## config.mk

```make
export PLATFORM = sky130hd
export DESIGN_NAME = l1dcache
export DESIGN_NICKNAME = d
export VERILOG_FILES = /design/src/rtl/cache_model.sv
export SDC_FILE = /design/constraint.sdc
export NUM_CORES = 1
export LEC_CHECK = 0
export ABC_AREA = 1
export BUFFER_PORTS_ARGS = -buffer_cell sky130_fd_sc_hd__buf_2
export CAP_MARGIN = 20
export CORE_MARGIN = 4
export CORE_UTILIZATION = 50
export DETAILED_ROUTE_END_ITERATION = 8
export PLACE_DENSITY = 0.77
export SYNTH_ARGS = -nofsm -noshare
export SYNTH_HDL_FRONTEND = slang
export SYNTH_SLANG_ARGS = --single-unit
```

## constraint.sdc

```tcl
create_clock -name clk -period 2.9 [get_ports clk]
set_clock_uncertainty 0.2 [all_clocks]
set_input_delay 0.145 -clock clk [delete_from_list [all_inputs] [get_ports clk]]
set_output_delay 0.145 -clock clk [all_outputs]
set_load 0.05 [all_outputs]
```

## src/rtl/cache_model.sv

```systemverilog
// Cache system model: a 2-way, 4-set write-back/write-allocate data cache in
// front of a 256-word backing memory, completing every access in one cycle.

module l1dcache (
    input  logic        clk,
    input  logic        rst,
    input  logic        write_en,
    input  logic [5:0]  tag_in,
    input  logic [1:0]  index,
    input  logic [31:0] write_data,
    input  logic [31:0] fill_data,
    output logic        hit,
    output logic [31:0] result,
    output logic        wb_en,
    output logic [7:0]  wb_addr,
    output logic [31:0] wb_data
);

    logic [31:0] cachemem [0:3][0:1];
    logic [5:0]  tags     [0:3][0:1];
    logic        valid    [0:3][0:1];
    logic        dirty    [0:3][0:1];
    logic        lru      [0:3];

    logic hit0;
    logic hit1;
    logic victim_way;
    logic way_sel;

    // Lookup, victim choice and write-back request for the current access.
    always_comb begin
        hit0       = valid[index][0] && (tags[index][0] == tag_in);
        hit1       = valid[index][1] && (tags[index][1] == tag_in);
        hit        = hit0 || hit1;
        victim_way = 1'b0;
        if (!valid[index][0]) begin
            victim_way = 1'b0;
        end else if (!valid[index][1]) begin
            victim_way = 1'b1;
        end else begin
            victim_way = lru[index];
        end
        way_sel = 1'b0;
        if (hit) begin
            way_sel = hit0 ? 1'b0 : 1'b1;
        end else begin
            way_sel = victim_way;
        end
        wb_en   = !hit && valid[index][victim_way] && dirty[index][victim_way];
        wb_addr = {tags[index][victim_way], index};
        wb_data = cachemem[index][victim_way];
        result  = 32'h0000_0000;
        if (write_en) begin
            result = write_data;
        end else if (hit) begin
            result = cachemem[index][way_sel];
        end else begin
            result = fill_data;
        end
    end

    // Line state update: hit refresh or miss allocation, LRU points at the other way.
    always_ff @(posedge clk) begin
        if (rst) begin
            for (int s = 0; s < 4; s++) begin
                lru[s] <= 1'b0;
                for (int w = 0; w < 2; w++) begin
                    cachemem[s][w] <= 32'h0000_0000;
                    tags[s][w]     <= 6'h00;
                    valid[s][w]    <= 1'b0;
                    dirty[s][w]    <= 1'b0;
                end
            end
        end else begin
            lru[index] <= ~way_sel;
            if (hit) begin
                if (write_en) begin
                    cachemem[index][way_sel] <= write_data;
                    dirty[index][way_sel]    <= 1'b1;
                end
            end else begin
                valid[index][way_sel]    <= 1'b1;
                tags[index][way_sel]     <= tag_in;
                dirty[index][way_sel]    <= write_en;
                cachemem[index][way_sel] <= write_en ? write_data : fill_data;
            end
        end
    end

endmodule


```

Yosys cells after proc, flatten, opt, wreduce, memory -nomap -nowiden
Memory sizes are Yosys's and may differ from the RTL's. Cells that the tools add are included.

Register bits: 0. Bits in writable memories: 324. Input bits: 75. Output and inout port bits: 74. Word-level logic and storage cells: 213. Memories: 5.

Memories: cachemem (words 4, width 64, read ports 1, clocked after Yosys merged registers in 0, write ports 4, RTL line 19) `logic [31:0] cachemem [0:3][0:1];`; tags (words 4, width 12, read ports 1, clocked after Yosys merged registers in 0, write ports 4, RTL line 20) `logic [5:0] tags [0:3][0:1];`; dirty (words 4, width 2, read ports 1, clocked after Yosys merged registers in 0, write ports 4, RTL line 22) `logic dirty [0:3][0:1];`; valid (words 4, width 2, read ports 1, clocked after Yosys merged registers in 0, write ports 4, RTL line 21) `logic valid [0:3][0:1];`; lru (words 4, width 1, read ports 1, clocked after Yosys merged registers in 0, write ports 4, RTL line 23) `logic lru [0:3];`.

Order comparisons: 3. Equal/unequal tests: 2. Mux-type cells: 122. Bitwise gates (word level): 69. Reductions and logical operators: 12.

Operators by type and width (count): 32-bit 2-to-1 mux (10); 64-bit 2-to-1 mux (4); 1-bit 2-to-1 mux (87); 1-bit OR (66); 64-bit OR reduction (1); 12-bit 2-to-1 mux (3); 32-bit demux with 1-bit select (1); 6-bit 2-to-1 mux (4); 2-bit 2-to-1 mux (11); 6-bit == test (2); 12-bit OR reduction (1); 6-bit demux with 1-bit select (1); 1-bit logical AND (5); 2-bit >= comparator, second input constant (2); 1-bit inverter with 2-bit output (2); 2-bit OR reduction (2); 2-bit by 1-bit < comparator with 1-bit output, second input constant (1); 1-bit demux with 1-bit select (1); 1-bit logical NOT (1); 1-bit logical OR (1); 1-bit inverter (1); 1-bit OR reduction (1).

Logic depth before layout (Yosys ltp)
Gate-level depths: netlist of the first run. An unclocked memory read counts as a cell.

Depth after elaboration: 14. Depth in mapped cells: 19. Depth with buffers taken out: 16.

Worst setup path before layout of the first run
No wires, ideal clock.

Path type: input port to output port. Start: in index[0]. End: out result[0]. Arrival time: 2.669 ns. Data required time: 2.555 ns. Slack: -0.114 ns. Cell stages on the path: 15. Buffers on the path: 4. Cell sequence: buf_4 > inv_2 > buf_4 > nand2_1 > nand2_1 > nand2_1 > nand3_1 > xor2_1 > nand2_1 > nor2_2 > nor2_4 > buf_4 > buf_2 > nor2_1 > o21ai_0.

Cells in the longest elaborated chain, start to end: 11. Elaborated cells between the ends (all ways): 19. Classes of those cells: eq/ne: 2; mux: 9; bitwise: 1; reduce/logical: 3; memory: 4.

RTL lines: from (decl) (RTL line 9) `input logic [1:0] index,`; memory 4 x 12 bit; 6-bit == test, on equally long branches (RTL line 32, 33); 1-bit logical AND, on equally long branches (RTL line 32, 33); 1-bit 2-to-1 mux or 1-bit logical OR (tied branches) (RTL line 45, 34); 1-bit 2-to-1 mux (RTL line 44) `if (hit) begin`; 1-bit inverter with 2-bit output (implied by the code) (RTL line 56) `result = cachemem[index][way_sel];`; 32-bit 2-to-1 mux (implied by the code) (3 in a row) (RTL line 56); 32-bit 2-to-1 mux * (RTL line 55) `end else if (hit) begin`; 32-bit 2-to-1 mux * (RTL line 53) `if (write_en) begin`; to (decl) (RTL line 13) `output logic [31:0] result,`.

Mark *: on every way between the ends. The rest lies on a longest branch, timed or not. The select of a mux whose other input is x is not followed.

Worst setup path after layout of the first run
Start: mem tags[1][6] (netlist bit). End: out result[21].

Cells in the longest elaborated chain, start to end: 11. Elaborated cells between the ends (all ways): 12. Classes of those cells: eq/ne: 1; mux: 7; bitwise: 1; reduce/logical: 2; memory: 1.

RTL lines: from (decl) (RTL line 20); memory 4 x 12 bit *; 6-bit == test * (RTL line 32) `hit0 = valid[index][0] && (tags[index][0] == tag_in);`; 1-bit logical AND * (RTL line 32); 1-bit 2-to-1 mux or 1-bit logical OR (tied branches) (RTL line 45, 34); 1-bit 2-to-1 mux (RTL line 44); 1-bit inverter with 2-bit output (implied by the code) (RTL line 56); 32-bit 2-to-1 mux (implied by the code) (3 in a row) (RTL line 56); 32-bit 2-to-1 mux * (RTL line 55); 32-bit 2-to-1 mux * (RTL line 53).

Marked as above.

==> metrics, run 1 <==
critical path class reg2out; Syn. warnings 0; antenna-violating nets left 0; crit-path most repeated cell nand2_1; ant diodes 0; initial antenna violation count 0; RSZ-0062 raised after global routing yes; design area 0.0208 mm²; layout cells sized above 1 22.9%; CP cell instances nand2_1 > nand2_1 > nand2_1 > nand2_1 > nand2_1 > nand2_1 > nor2_1 > nand2_1 > nor2_4 > nor2_4 > nor2_4 > buf_12 > clkbuf_16 > nand3_1 > o21ai_2 > buf_6; Syn Area/Cell 9.34 µm²; IO Count roughly 150; Psw ~3.6 mW; Top Layer Used met4; global-route wire length before repair 80.0 mm; Final WS setup -70.6 ps; VDD IR-drop max around 0.0004 V; grt ovf 0; Synth Flop Type edfxtp_1; Async SR Flop Fraction 0%; TritonRoute pass-1 iters 6; total power ~12 mW; DRT Wirelength roughly 55 mm; fin util 65.1%; Critical Path Start Type flop; gpl congestion about 0.94; largest net degree at the start of global routing 58; Initial Utilization about half; via/cell ratio around 6; violated checks negative setup slack; Synth top area share 58.2%; Slew headroom slightly above 50%; via count 14800; Post-synth EDFFs about 320; Lkg Pwr 9.09 nW; status finished with violations; Final Hold Fails 0; synthesized area 0.0163 mm²; met3 WL roughly 7.5 mm; Area growth, synth to finish 27.3%; DRC 0; worst hold path type in2reg; Crit Path Max Fanout 9; Max-Cap Viols 0; CTS root buf clkbuf_16; row cnt 65; number of global-route vias before repair approximately 14000; clock slew at reported path FFs 60 ps; worst path required time about 2600 ps; Max Clock Freq 337 MHz; Commonest cells post-synth 446 x nand2_1, 367 x nor2_1, 316 x edfxtp_1; placed cells about 2300; clk_lat worst skew a little over 500 ps; Clock power frac roughly a third; TNS Setup -978 ps; Arrival @ worst endpoint about 2600 ps; Worst path slowest cell edfxtp_1; max incr delay on CP approximately 380 ps; slew of the pin with the lowest slew margin ~730 ps; total global-route track usage between 20 and 30%; Reg power frac 45.4%; Final Non-Filler Cells approximately 2400; Port Buffers approximately 150; CTS sink count 324; fillers roughly 2400; total CTS buffers 34; ratio of final minimum period to clock period 102%; final setup fails 27; Synth cell types 34; met1 wire length approximately 20 mm; crit path time final a little under 3000 ps; CP Capture Type primary output; H-tree depth 2; mean routed wirelength per cell between 20 and 25 µm; cell with the most instances after synthesis nand2_1; max-slew violation count 0; Pint 8.50 mW; post-DP HPWL 34.4 mm; Syn Inst Count ~1700; die area 0.0356 mm²; Iteration-0 DRC Markers around 2100; CTS tree built; dominant cell type by area after synthesis edfxtp_1; metal2 WL 26.0 mm; Yosys reg bits approximately 320; combinational share of power a little over a fifth; Die Ht about 190 µm; chip width around 190 µm; Layout Nets 2046; post-synthesis sequential area ratio between 50% and 60%; total core area around 0.032 mm²; Placed Area around 0.018 mm²; post-synthesis net count roughly 1800; Synth area leaders edfxtp_1 58%, nand2_1 10%, nor2_1 8.4%; clock buffer depth 3; pwr/cell area roughly 580 mW/mm²; Switching Fraction a little under a third
-- flip-flops by register name, summed over array words and instances (netlist names) --
name      cells
tags         48
valid         8
cachemem    256
lru           4
dirty         8
-- what timing repair did --
action	4_1_cts	5_1_grt
endpoints found under the hold margin	226	0
hold buffers	44	0
buffers inserted	4	7
setup endpoints to repair	33	40
resized for setup	80	140
gates cloned	1	8
pin swaps	2	28
-- metrics by stage --
step | setup slack (ps) | hold slack, ps
after floorplan | 177 | 227
after global placement | -49.5 | 238
after detailed placement | -83.8 | 245
after CTS | -20.4 | 0.227
after global routing | -171 | 49.3
final | -70.6 | 24.1
-- critical path, delay by kind of cell, from the launching register on --
kind,cells,cell delay (ps)
buffers and inverters,3,520
flip-flops,1,380
AND/OR/NAND/NOR,12,1140
AO/OA/AOI/OAI,1,90
-- per-layer routing --
layer  track usage, %  up-vias
li1                 -     6497
met2             46.4     1186
met4             9.30        0
met5                0        -
met1             38.7     6949
met3             6.30      162
-- power groups by stage --
stage	Clock, mW	Combinational, mW	Sequential [mW]
CTS	4.06	2.33	5.51
detailed placement	0	2.21	5.61
floorplan	0	1.43	5.58
finish	4.04	2.58	5.52
global route	4.25	2.70	5.53
global placement	0	2.18	5.59
-- logic make-up (layout without fill, tap and decap cells) --
group | count (synthesis) | after routing | synth area share (%)
buffers and inverters | 211 | 459 | 5.44
AO/OA/AOI/OAI | 189 | 189 | 8.34
XOR/XNOR | 1 | 1 | 0.0537
flip-flops | 324 | 324 | 59.1
multiplexers | 30 | 30 | 1.84
AND/OR/NAND/NOR | 992 | 992 | 25.2
-- cell usage in the layout, fill, tap and decap left out, drive strengths merged, types with 4 or more instances in the layout --
master / instances
clkinv: 13
a221oi: 60
dfxtp: 8
edfxtp: 316
inv: 87
clkbuf: 59
buf: 252
o22ai: 4
dlygate4sd3: 44
a22o: 42
nand3: 86
mux2i: 30
o21ai: 33
nand2: 459
a31oi: 6
a21oi: 36
a22oi: 6
nor2: 373
nand4: 70
-- final timing paths --
path | startpoint | endpoint | slack, ps | cells after the start
setup reg to reg | tags[1][6] | cachemem[2][26] | 90 | 16
hold reg to reg | valid[0][0] | valid[0][0] | 260 | 2
hold / removal | fill_data[27] | cachemem[3][59] | 20 | 5
setup / recovery | tags[1][6] | result[21] | -70 | 16
-- area by class of cell --
type	count	area, µm²	area share, %
Inverter	89	338	1.63
Multi-Input combinational cell	1212	6340	30.5
Timing Repair Buffer	310	2890	13.9
Clock inverter	14	111	0.536
Clock buffer	46	896	4.31
Tap cell	435	544	2.62
Sequential cell	324	9650	46.5
No activity file was read; power rests on OpenSTA's default activity.
==> run 2: changes to the inputs <==
--- a/config.mk
+++ b/config.mk
@@ -8,7 +8,6 @@
 export ABC_AREA = 1
 export BUFFER_PORTS_ARGS = -buffer_cell sky130_fd_sc_hd__buf_2
 export CAP_MARGIN = 20
-export CORE_MARGIN = 4
 export CORE_UTILIZATION = 50
 export DETAILED_ROUTE_END_ITERATION = 8
 export PLACE_DENSITY = 0.77
==> constraint.sdc (replaced) <==
create_clock -name clk -period 2.9 [get_ports clk]
set_clock_uncertainty 0.2 [all_clocks]
set_input_delay 0 -clock clk [delete_from_list [all_inputs] [get_ports clk]]
set_output_delay 0 -clock clk [all_outputs]
set_load 0.1 [all_outputs]
==> run 2 against run 1 <==
Effect of this change: the flow still finishes with violations (negative setup slack); maximum frequency increased by 0.90%; critical path depth decreased by 1; total power increased by 3.3%; largest power group unchanged.
==> metrics, run 2 (synthesized netlist as in run 1, its figures left out) <==
FF-to-FF path depth 14 (-2); Final Non-Filler Cells 2427 (-0.12%); max-slew violation count 0 (unchanged); total global-route track usage 31.9% (+3.3 points); Top Usage Layer GRT met2; slew of the pin with the lowest slew margin 995 ps (+265 ps); H-tree depth 1 (-1); max reg flops 256 (unchanged); Layout Nets 2044 (-0.098%); pwr/cell area 585 mW/mm² (+0.13%); VDD IR-drop max 0.000490 V (+25%); reg2reg start tags[3][0]; Max Clock Freq 340 MHz (+0.90%); CP cell instances inv_1 > nor2_1 > a21oi_2 > nand2_1 > nand2_1 > nand2_1 > nor2_2 > nand2_2 > nand2_4 > nand2_4 > clkbuf_16 > nand2_1 > nand3_2 > o21ai_2 > buf_12; GRT met1 Usage 42.8% (+4.1 points); Worst Hold Path EP cachemem[1][57]; CP Capture Type primary output; IO Count 149 (unchanged); DRC 0 (unchanged); worst path required time 2700 ps (+140 ps); Port Buffers 148 (unchanged); row cnt 65 (unchanged); mean routed wirelength per cell 22.3 µm (-1.8%); gpl congestion 0.944 (+0.58%); via/cell ratio 6.10 (+0.12%); placed cells 2282 (-1.1%); Initial Utilization 51.3% (+0.13 points); RSZ-0062 raised after global routing yes; antenna-violating nets left 0 (unchanged); post-DP HPWL 32.4 mm (-6.0%); Critical Path Start Type flop; hold path startpoint rst; biggest regs cachemem: 256 flops, tags: 48 flops; reg-to-reg endpoint cachemem[1][49]; Final Hold Fails 0 (unchanged); Reg with most FFs cachemem; violated checks negative setup slack; status finished with violations; global-route wire length before repair 80.7 mm (+0.87%); CP Launch Point tags[3][0]; clk_lat worst skew 560 ps (+50 ps); TNS Setup -243 ps (+734 ps); Lkg Pwr 9.08 nW (about the same); worst reg2reg setup slack 150 ps (+60 ps); clock buffer depth 3 (unchanged); Die Ht 183 µm (-3.2%); Worst path slowest cell edfxtp_1; Final WS setup -44.0 ps (+26.6 ps); ratio of final minimum period to clock period 102% (-0.92 points); largest net degree at the start of global routing 69 (+19%); Slew headroom 33.7% (-18 points); total core area 0.0318 mm² (-0.26%); total CTS buffers 30 (-12%); via count 14800 (-0.0068%); initial antenna violation count 0 (unchanged); Arrival @ worst endpoint 2740 ps (+110 ps); most frequent cells in the layout 428 x nand2_1, 359 x nor2_1, 316 x edfxtp_1; CTS tree built; CTS sink count 324 (unchanged); worst hold path type in2reg; ant diodes 0 (unchanged); CTS root buf clkbuf_16; Iteration-0 DRC Markers 2044 (-2.8%); fillers 2263 (-4.8%); crit-path most repeated cell nand2_1; TritonRoute pass-1 iters 6 (unchanged); max incr delay on CP 350 ps (-30 ps); critical path class reg2out; DRT Wirelength 54.1 mm (-1.9%); layout cells sized above 1 21.2% (-1.7 points); Hold Path Cell Cnt 5 (unchanged); chip width 183 µm (-3.2%); crit path time final 2940 ps (-26.6 ps); clock slew at reported path FFs 60 ps (about the same); met3 GRT Util 5.49% (-0.81 points); commonest non-fill, non-tap cell in the layout nand2_1; final setup fails 13 (-52%); grt ovf 0 (unchanged); Max-Cap Viols 0 (unchanged); Area growth, synth to finish 31.3%; number of global-route vias before repair 14400 (+0.64%); met2 Use GR 52.8% (+6.4 points); Crit Path Max Fanout 7 (-2); die area 0.0334 mm² (-6.3%)
run 2: changes by cell type in the layout (fill, tap and decap cells not counted), sizes merged:
cell | before | now
clkinv | 13 | 18
clkinvlp | 2 | 3
dlygate4sd3 | 44 | 71
buf | 252 | 237
inv | 87 | 85
clkbuf | 59 | 40
run 2: cell type report:
cell class	count	area, µm²	share of cell area, %
repair buffers	312	3650	17.0
clock inverters	18	106	0.496
well taps	435	544	2.54
multi-input cells	1212	6340	29.6
flip-flops and latches	324	9650	45.0
clock buffers	37	798	3.73
inverters	89	338	1.58
run 2: per-stage QoR:
step           hold WS, ps  power, mW  utilization [%]  setup WS, ps  cell area, µm²
2_1_floorplan         11.5       7.56                -          -473           16600
3_3_place_gp           215       8.66             60.3           135           19200
3_5_place_dp           228       8.71             60.3          74.2           19200
4_1_cts               42.1       12.4             66.2         -24.1           21000
5_1_grt                110       12.9             67.4          -149           21400
6_report              68.4       12.5             67.4         -44.0           21400
run 2: repair_timing:
item	4_1_cts	5_1_grt
endpoints found under the setup margin	36	37
cloned	3	4
pin swaps	6	7
gates resized for setup	26	55
hold endpoints to repair	305	0
hold buffers	71	0
setup buffers	6	6
run 2: metal layers:
layer  routed length (µm)  vias up
met2                25300     1214
met3                 7740      161
met1                19400     6920
met4                 1690        0
met5                    0        -
li1                     -     6498
run 2: critical path: cells and delay by family (launching register included):
family                 cells  cell delay, ps
AOI/OAI and AO/OA          2             320
buffers and inverters      3             490
DFF                        1             350
and+or+nand+nor           10            1040
run 2: worst max path at each step:
stage | endpoint | slack (ps)
detailed placement | cachemem[1][49] | 70
global route | result[20] | -150
CTS | result[2] | -20
global placement | wb_en | 130
floorplan | wb_data[24] | -470
finish | result[9] | -40
run 2: power breakdown:
| group | internal [mW] | switching (mW) |
|---|---|---|
| clock | 2.02 | 1.67 |
| combinational | 1.06 | 2.27 |
| sequential | 5.43 | 0.0827 |
| total | 8.52 | 4.02 |
==> run 3: changes to the inputs <==
--- a/config.mk
+++ b/config.mk
@@ -11,6 +11,7 @@
 export CORE_UTILIZATION = 50
 export DETAILED_ROUTE_END_ITERATION = 8
 export PLACE_DENSITY = 0.77
+export SKIP_LAST_GASP = 1
 export SYNTH_ARGS = -nofsm -noshare
 export SYNTH_HDL_FRONTEND = slang
 export SYNTH_SLANG_ARGS = --single-unit
==> run 3 against run 2 <==
Effect of this change: clock power about the same; total power about the same; critical endpoint is now result[17]; the flow still finishes with violations (negative setup slack); via count is essentially flat; sequential cell count is the same; die area unchanged; largest power group unchanged; maximum frequency about the same.
==> metrics, run 3 (synthesized netlist as in run 1, its figures left out) <==
Max-Cap Viols 0 (unchanged); WP buf/inv 3 (unchanged); via count 14800 (+0.074%); CP cell instances inv_1 > nor2_1 > a21oi_2 > nand2_1 > nand2_1 > nand2_1 > nor2_2 > nand2_2 > nand2_4 > nand2_4 > buf_12 > nand2_1 > nand3_2 > o21ai_2 > buf_12; crit path time final 2950 ps (+2.18 ps); total CTS buffers 30 (unchanged); Arrival @ worst endpoint 2750 ps (about the same); reg-to-reg endpoint cachemem[1][49]; Layout Nets 2044 (unchanged); status finished with violations; GRT met1 Usage 42.8% (unchanged); total global-route track usage 31.9% (unchanged); Final Non-Filler Cells 2427 (unchanged); CP Launch Point tags[3][0]; layout cells sized above 1 20.7% (-0.45 points); Port Buffers 148 (unchanged); crit-path most repeated cell nand2_1; Top Usage Layer GRT met2; DRC 0 (unchanged); worst reg2reg setup slack 150 ps (about the same); Hold Path Cell Cnt 5 (unchanged); slew of the pin with the lowest slew margin 979 ps (-16.6 ps); clk_lat worst skew 560 ps (about the same); CP Capture Type primary output; gpl congestion 0.944 (unchanged); combinational share of power 26.5% (about the same); met2 Use GR 52.8% (unchanged); most frequent cells in the layout 428 x nand2_1, 359 x nor2_1, 316 x edfxtp_1; Final WS setup -46.2 ps (-2.18 ps); Initial Utilization 51.3% (unchanged); CTS tree built; reg2reg start tags[3][0]; Psw 4.01 mW (-0.17%); die area 0.0334 mm² (unchanged); antenna-violating nets left 0 (unchanged); crit-path leading delay family simple AND/OR/NAND/NOR gates; final setup fails 17 (+4); largest net degree at the start of global routing 69 (unchanged); Pint 8.52 mW (about the same); TritonRoute pass-1 iters 7 (+1); crit path to result[17]; CTS root buf clkbuf_16; Final Hold Fails 0 (unchanged); clock slew at reported path FFs 70 ps (about the same); Placed Area 0.0192 mm² (unchanged); worst hold path type in2reg; post-DP HPWL 32.4 mm (unchanged); RSZ-0062 raised after global routing yes; initial antenna violation count 0 (unchanged); mean routed wirelength per cell 22.3 µm (-0.18%); Lkg Pwr 9.08 nW (about the same); placed cells 2282 (unchanged); max reg flops 256 (unchanged); VDD IR-drop max 0.000486 V (-0.97%); Switching Fraction 32.0% (-0.033 points); number of global-route vias before repair 14400 (unchanged); Crit Path Max Fanout 14 (+7); violated checks negative setup slack; H-tree depth 1 (unchanged); Stages on worst setup path 15 (unchanged); Iteration-0 DRC Markers 2004 (-2.0%); max incr delay on CP 350 ps (about the same); row cnt 65 (unchanged); Max Clock Freq 339 MHz (about the same); FF-to-FF path depth 14 (unchanged); biggest regs cachemem: 256 flops, tags: 48 flops; Slew headroom 34.8% (+1.1 points); total core area 0.0318 mm² (unchanged); via/cell ratio 6.10 (about the same); met3 GRT Util 5.49% (unchanged); global-route wire length before repair 80.7 mm (unchanged); chip width 183 µm (unchanged); grt ovf 0 (unchanged); Critical Path Start Type flop; DRT Wirelength 54.0 mm (-0.18%); critical path class reg2out; design area 0.0214 mm² (-0.28%); worst path required time 2700 ps (about the same); Clock power frac 29.5% (about the same); Reg with most FFs cachemem; ant diodes 0 (unchanged); IO Count 149 (unchanged); Post-Place Worst Slack 74.2 ps (unchanged); Area growth, synth to finish 30.9%; Die Ht 183 µm (unchanged); commonest non-fill, non-tap cell in the layout nand2_1; max-slew violation count 0 (unchanged); CTS sink count 324 (unchanged); Worst path slowest cell edfxtp_1; pwr/cell area 587 mW/mm² (+0.22%); Reg power frac 44.0% (about the same); clock buffer depth 3 (unchanged); ratio of final minimum period to clock period 102% (about the same)
-- run 3: metal layers --
layer	part of all wire (%)	routed length [µm]	up-vias
met5	0	0	-
met3	14	7690	159
met2	47	25400	1202
met1	36	19200	6945
met4	3.2	1740	0
li1	-	-	6498
-- run 3: what timing repair did --
| action | in CTS | in global routing |
|---|---|---|
| endpoints found under the hold margin | 305 | 0 |
| gates resized for setup | 26 | 44 |
| hold buffers | 71 | 0 |
| pin swaps | 6 | 7 |
| setup endpoints to repair | 36 | 37 |
| buffers inserted | 6 | 6 |
| cloned | 3 | 4 |
-- run 3: worst register-to-register path, delay by kind of cell (launching register included) --
kind | cells | cell delay [ps]
flops | 1 | 350
compound gates | 1 | 200
simple gates | 10 | 990
buf+inv | 3 | 730
-- run 3: metrics by stage --
stage | hold slack (ps) | total power [mW] | utilization, % | TNS [ps]
2_1_floorplan | 11.5 | 7.56 | - | -1700
4_1_cts | 42.1 | 12.4 | 66.2 | -72.9
3_5_place_dp | 228 | 8.71 | 60.3 | 0
5_1_grt | 110 | 12.8 | 67.2 | -3710
6_report | 79.8 | 12.5 | 67.2 | -343
3_3_place_gp | 215 | 8.66 | 60.3 | 0
-- run 3: power groups by stage --
stage          Sequential (mW)  Clock [mW]  Combinational (mW)
2_1_floorplan             5.59           0                1.97
3_3_place_gp              5.59           0                3.06
3_5_place_dp              5.61           0                3.10
4_1_cts                   5.51        3.69                3.21
5_1_grt                   5.54        3.86                3.45
6_report                  5.52        3.70                3.32
-- run 3: worst min-delay path by stage --
| stage | startpoint | end | slack [ps] |
|---|---|---|---|
| 6_report | rst | cachemem[1][57] | 80 |
| 5_1_grt | rst | cachemem[3][30] | 110 |
| 4_1_cts | rst | cachemem[3][56] | 40 |
| 3_5_place_dp | write_data[30] | result[30] | 230 |
| 3_3_place_gp | write_data[30] | result[30] | 210 |
| 2_1_floorplan | index[0] | wb_addr[0] | 10 |
-- run 3: layout make-up --
type | instances | area, µm²
Tap cell | 435 | 544
Inverter | 89 | 338
Clock inverter | 18 | 106
Clock buffer | 37 | 798
Fill cell | 2277 | 10400
Multi-Input combinational cell | 1212 | 6280
Timing Repair Buffer | 312 | 3650
Sequential cell | 324 | 9650
